===== src/rtl/tick_divider.sv =====
// tick_divider: clock-enable tick generator dividing clk_in by a run-time
// programmable ratio, with a cascaded sub_tick every SUB_DIV ticks and a
// pulse/square clk_out. The ratio can be reloaded while running; a reload
// takes effect at the end of the current period.
//
// Ports
//   clk_in      system clock, all logic on posedge
//   rst         asynchronous, active-low reset
//   en          count enable; 0 freezes count, sub counter and clk_out
//   sync_clr    synchronous restart of count/sub counter (ratio kept)
//   mode        0: clk_out is the tick pulse, 1: clk_out toggles per tick
//   div_load    1-cycle strobe requesting ratio div_value
//   div_value   requested ratio, must be >= 2
//   div_pending accepted ratio waiting for the terminal count
//   div_err     1-cycle pulse: div_load with div_value < 2 rejected
//   tick        1-cycle pulse every div_reg enabled cycles
//   sub_tick    1-cycle pulse with every SUB_DIV-th tick
//   clk_out     pulse or square output per mode
module tick_divider #(
  parameter int unsigned WIDTH       = 26,
  parameter int unsigned DIV_DEFAULT = 50000000,
  parameter int unsigned SUB_DIV     = 60
) (
  input  logic             clk_in,
  input  logic             rst,
  input  logic             en,
  input  logic             sync_clr,
  input  logic             mode,
  input  logic             div_load,
  input  logic [WIDTH-1:0] div_value,
  output logic             div_pending,
  output logic             div_err,
  output logic             tick,
  output logic             sub_tick,
  output logic             clk_out
);

  localparam int unsigned      SUB_W    = $clog2(SUB_DIV);
  localparam logic [WIDTH-1:0] DIV_RST  = WIDTH'(DIV_DEFAULT);
  localparam logic [SUB_W-1:0] SUB_LAST = SUB_W'(SUB_DIV - 1);

  logic [WIDTH-1:0] count;
  logic [WIDTH-1:0] div_reg;
  logic [WIDTH-1:0] shadow;
  logic [SUB_W-1:0] sub_cnt;

  logic [WIDTH-1:0] div_last_c;
  logic             term_c;
  logic             load_ok_c;
  logic             load_bad_c;
  logic             sub_wrap_c;

  // Terminal-count and load qualification
  always_comb begin
    div_last_c = div_reg - WIDTH'(1);
    term_c     = en & (count == div_last_c);
    load_ok_c  = div_load & (div_value >= WIDTH'(2));
    load_bad_c = div_load & (div_value <  WIDTH'(2));
    sub_wrap_c = (sub_cnt == SUB_LAST);
  end

  // Counters, ratio reload and registered outputs; sync_clr beats term beats counting
  always_ff @(posedge clk_in or negedge rst) begin
    if (!rst) begin
      count       <= '0;
      sub_cnt     <= '0;
      div_reg     <= DIV_RST;
      shadow      <= '0;
      div_pending <= 1'b0;
      div_err     <= 1'b0;
      tick        <= 1'b0;
      sub_tick    <= 1'b0;
      clk_out     <= 1'b0;
    end else begin
      div_err <= load_bad_c;
      if (sync_clr) begin
        count    <= '0;
        sub_cnt  <= '0;
        tick     <= 1'b0;
        sub_tick <= 1'b0;
        clk_out  <= 1'b0;
        if (load_ok_c) begin
          shadow      <= div_value;
          div_pending <= 1'b1;
        end
      end else if (term_c) begin
        count    <= '0;
        tick     <= 1'b1;
        sub_tick <= sub_wrap_c;
        sub_cnt  <= sub_wrap_c ? '0 : sub_cnt + SUB_W'(1);
        clk_out  <= mode ? ~clk_out : 1'b1;
        // A load landing on the terminal edge wins over an older pending value
        if (load_ok_c) begin
          div_reg     <= div_value;
          shadow      <= div_value;
          div_pending <= 1'b0;
        end else if (div_pending) begin
          div_reg     <= shadow;
          div_pending <= 1'b0;
        end
      end else begin
        tick     <= 1'b0;
        sub_tick <= 1'b0;
        if (en) begin
          count <= count + WIDTH'(1);
          if (!mode) clk_out <= 1'b0;
        end
        if (load_ok_c) begin
          shadow      <= div_value;
          div_pending <= 1'b1;
        end
      end
    end
  end

endmodule

===== config.mk =====
export PLATFORM = sky130hd
export DESIGN_NAME = tick_divider
export DESIGN_NICKNAME = d
export VERILOG_FILES = /design/src/rtl/tick_divider.sv
export SDC_FILE = /design/constraint.sdc
export NUM_CORES = 1
export LEC_CHECK = 0
export ABC_CLOCK_PERIOD_IN_PS = 4700
export BUFFER_PORTS_ARGS = -buffer_cell sky130_fd_sc_hd__buf_2
export CORE_ASPECT_RATIO = 0.9
export CORE_UTILIZATION = 60
export CTS_CLUSTER_DIAMETER = 200
export DETAILED_ROUTE_END_ITERATION = 8
export PLACE_DENSITY_LB_ADDON = 0.3
export SLEW_MARGIN = 20
export SYNTH_ARGS = -nofsm -noshare
export SYNTH_HDL_FRONTEND = slang
export SYNTH_SLANG_ARGS = --single-unit

===== constraint.sdc =====
create_clock -name clk_in -period 4.7 [get_ports clk_in]
set_clock_uncertainty 0.05 [all_clocks]
set_input_delay 0.705 -clock clk_in [delete_from_list [all_inputs] [get_ports clk_in]]
set_output_delay 0.705 -clock clk_in [all_outputs]
set_load 0.01 [all_outputs]

==> results_dict.tcl <==
set metrics [dict create \
    synth_fa_ha_area_share_pct 0.773 \
    synth_top_family_by_area "simple AND/OR/NAND/NOR gates" \
    slew_viol_final 0 \
    ys_ff_latch 89 \
    synth-simple-area-share_pct 22.4 \
    end_kind "register" \
    status "finished, final reports clean" \
    dpl_cell_area_um2 5080 \
    rr_worst_depth 8 \
    cp_max_fo 26 \
    rows 30 \
    setup_violations 0 \
    grtUsageTotal_pct 27.4 \
    r2r-start "div_reg[4]" \
    n_antenna_cell 0 \
    boundaryPins 37 \
    grt_max_degree 90 \
    slew_headroom_pct 44.6 \
    cts_root_buf "clkbuf_8" \
    worstSkewPairLatency_ns 0.36 \
    min_period_ns 4.03 \
    vias 3730 \
    final.setup.tns_ns 0 \
    cts_buffers 9 \
    fmax_ghz 0.248 \
    r2r-end "div_reg[5]" \
    worst_setup_path_start_kind "register" \
    drt_wl_total_mm 10.5 \
    dieWidth_um 96.8 \
    design_power_total_mw 1.36 \
    fillers 606 \
    post-route-drc-count 0 \
    utilization_pct 68.3 \
    io_buffers 36 \
    dp_slack_ns 0.719 \
    critical-path-max-stage-delay_ns 0.71 \
    chipHeight_um 87.3 \
    ant_nets 0 \
    vdd.ir_drop.worst_uv 162 \
    post_cts.repair.setup_buffers 0 \
    synth_compound_area_share_pct 7.60 \
    antenna_found_initial 0 \
    cap_violations 0 \
    yosys_warnings 0 \
    fin_ws_ns 0.667 \
    synth.area.mux_share_pct 11.3 \
    path_cells "or4_1, or4b_4, nand4bb_1, a32oi_1, and4bb_2, and2_1, nand3_2, mux2_2" \
    rsz0062_at_grt "false" \
    design_area_um2 5260 \
    path_clk_slew_ns 0.09 \
    cts_resized 0 \
    worstSetupPathType "register to register" \
    syn-num-nets 517 \
    synth_area_um2 4860 \
    area_delta_synth_final_pct 8.25 \
    synth_xor_area_share_pct 8.94 \
    ys_seq_area_share_pct 46.2 \
    r2r_slack_ns 0.67 \
    synth_flop_cell "dfrtp_1" \
    synth_cells 482 \
    cts_tree "yes" \
    tightest_slew_ns 0.830 \
    synthTopCellsByArea "dfrtp_1 40%, mux2_2 11%, dfstp_2 6.5%" \
    grt_pass1_wl_mm 18.2 \
    yosys.cell_types.count 67 \
    min_path_type "input pin to asynchronous set/reset pin" \
    grt_pass1_vias 3782 \
    nNetsFinal 543 \
    yosysTopAreaCellShare_pct 39.7 \
    hold_viol 0 \
    wl_per_cell_um 17.2 \
    dp_hpwl_mm 7.60 \
    cp.required_ns 4.89 \
    clk_path_buf_depth 2 \
    drt-initial-drc-count 305 \
    power_density_nw_per_um2 258 \
    dieArea_um2 8460 \
    finalCritPeriodShare_pct 85.8 \
    crit_slowest_cell "or4_1" \
    clock_sinks 89 \
    cts_max_level 3 \
    first_pass_iters 5 \
    initial_core_util_pct 63.1 \
    place.gp.congestion 0.868 \
    yosysTopAreaCell "dfrtp_1" \
    core_um2 7690 \
    cts_hold_buf 0 \
    via_per_inst 6.12 \
    async_flop_share_pct 100 \
    synth-edff-count 0 \
    cp.arrival_ns 4.22 \
    syn_area_per_cell_um2 10.1 \
    overflow 0 \
    drive_above_1_share_pct 23.8 \
    p_leak_nw 2.47 \
]
[layout by cell type (no fill, tap or decap), types with 2 or more instances in the layout]
cell,n
nor2_1,52
or3_1,4
nand3b_1,3
nor4_1,14
a21oi_1,7
nor3b_1,4
a22o_1,2
xor2_1,32
a21boi_0,3
nand2_1,50
buf_2,35
nor3_1,14
ha_1,3
or4_1,5
and3_1,11
xnor2_1,15
a211o_1,2
dfrtp_1,77
and2_1,3
o211a_1,2
nand3_1,13
a311o_1,2
nand4_1,16
inv_1,10
or2_2,2
nand2b_1,2
clkbuf_8,9
nand4b_1,3
mux2i_1,3
nor2b_1,2
mux2_2,46
inv_6,4
dfstp_2,12
o211ai_1,4
o21ai_0,8
o22ai_1,3
[synth_stat cells, drive strengths merged (11+ instances only)]
library cell  number
dfrtp             77
dfstp             12
and3              11
nand3             14
mux2              46
nand4             16
clkbuf            14
xnor2             15
nor4              15
nor3              15
nand2             50
xor2              32
nor2              52
[routing by layer]
layer  vias up  track usage (%)  part of all wire (%)
met5         -                0                     0
met4         0             7.87                   1.9
met3        20             6.10                   4.9
met2       103             46.7                    48
met1      1826             35.3                    45
li1       1781                -                     -
[cells by family (layout without fill, tap and decap cells)]
logic type / after synthesis / after routing
buf+inv: 33 / 64
xor+xnor: 48 / 48
mux: 49 / 49
compound gates: 51 / 51
flops: 89 / 89
simple gates: 209 / 209
fa+ha+maj: 3 / 3
[critical path: cells and delay by family (launching register included)]
family          cells  cell delay, ns
compound gates      1            0.30
flops               1            0.48
mux                 1            0.51
simple gates        6            2.57
[report_power, final]
group | leakage (nW) | internal, mW | switching, mW
Combinational | 1.24 | 0.0316 | 0.0485
Clock | 0.0920 | 0.200 | 0.282
Sequential | 1.14 | 0.788 | 0.00732
[layout make-up]
| class | count | area [µm²] | share of cell area [%] |
|---|---|---|---|
| clock buffer | 10 | 128 | 2.43 |
| clock inverter | 6 | 48.8 | 0.928 |
| inverter | 11 | 41.3 | 0.786 |
| multi-input combinational | 360 | 2480 | 47.2 |
| sequential | 89 | 2240 | 42.7 |
| tap | 96 | 120 | 2.29 |
| timing repair buffer | 37 | 194 | 3.69 |
[worst max-delay path by stage]
stage | startpoint | endpoint | slack [ns]
2_1_floorplan | div_reg[2] | div_reg[10] | 1.35
4_1_cts | div_reg[0] | div_reg[5] | 0.70
3_3_place_gp | div_reg[4] | div_reg[24] | 0.77
6_report | div_reg[4] | div_reg[5] | 0.67
3_5_place_dp | div_reg[0] | div_reg[24] | 0.72
5_1_grt | div_reg[1] | count[23] | 0.44
[per-stage QoR]
stage,std cells,hold slack [ns]
after floorplan,482,0.359
after global placement,593,0.405
after detailed placement,593,0.411
after CTS,609,0.432
after global routing,609,0.403
final,609,0.326
Note: power is estimated with default switching activity, not from simulation.
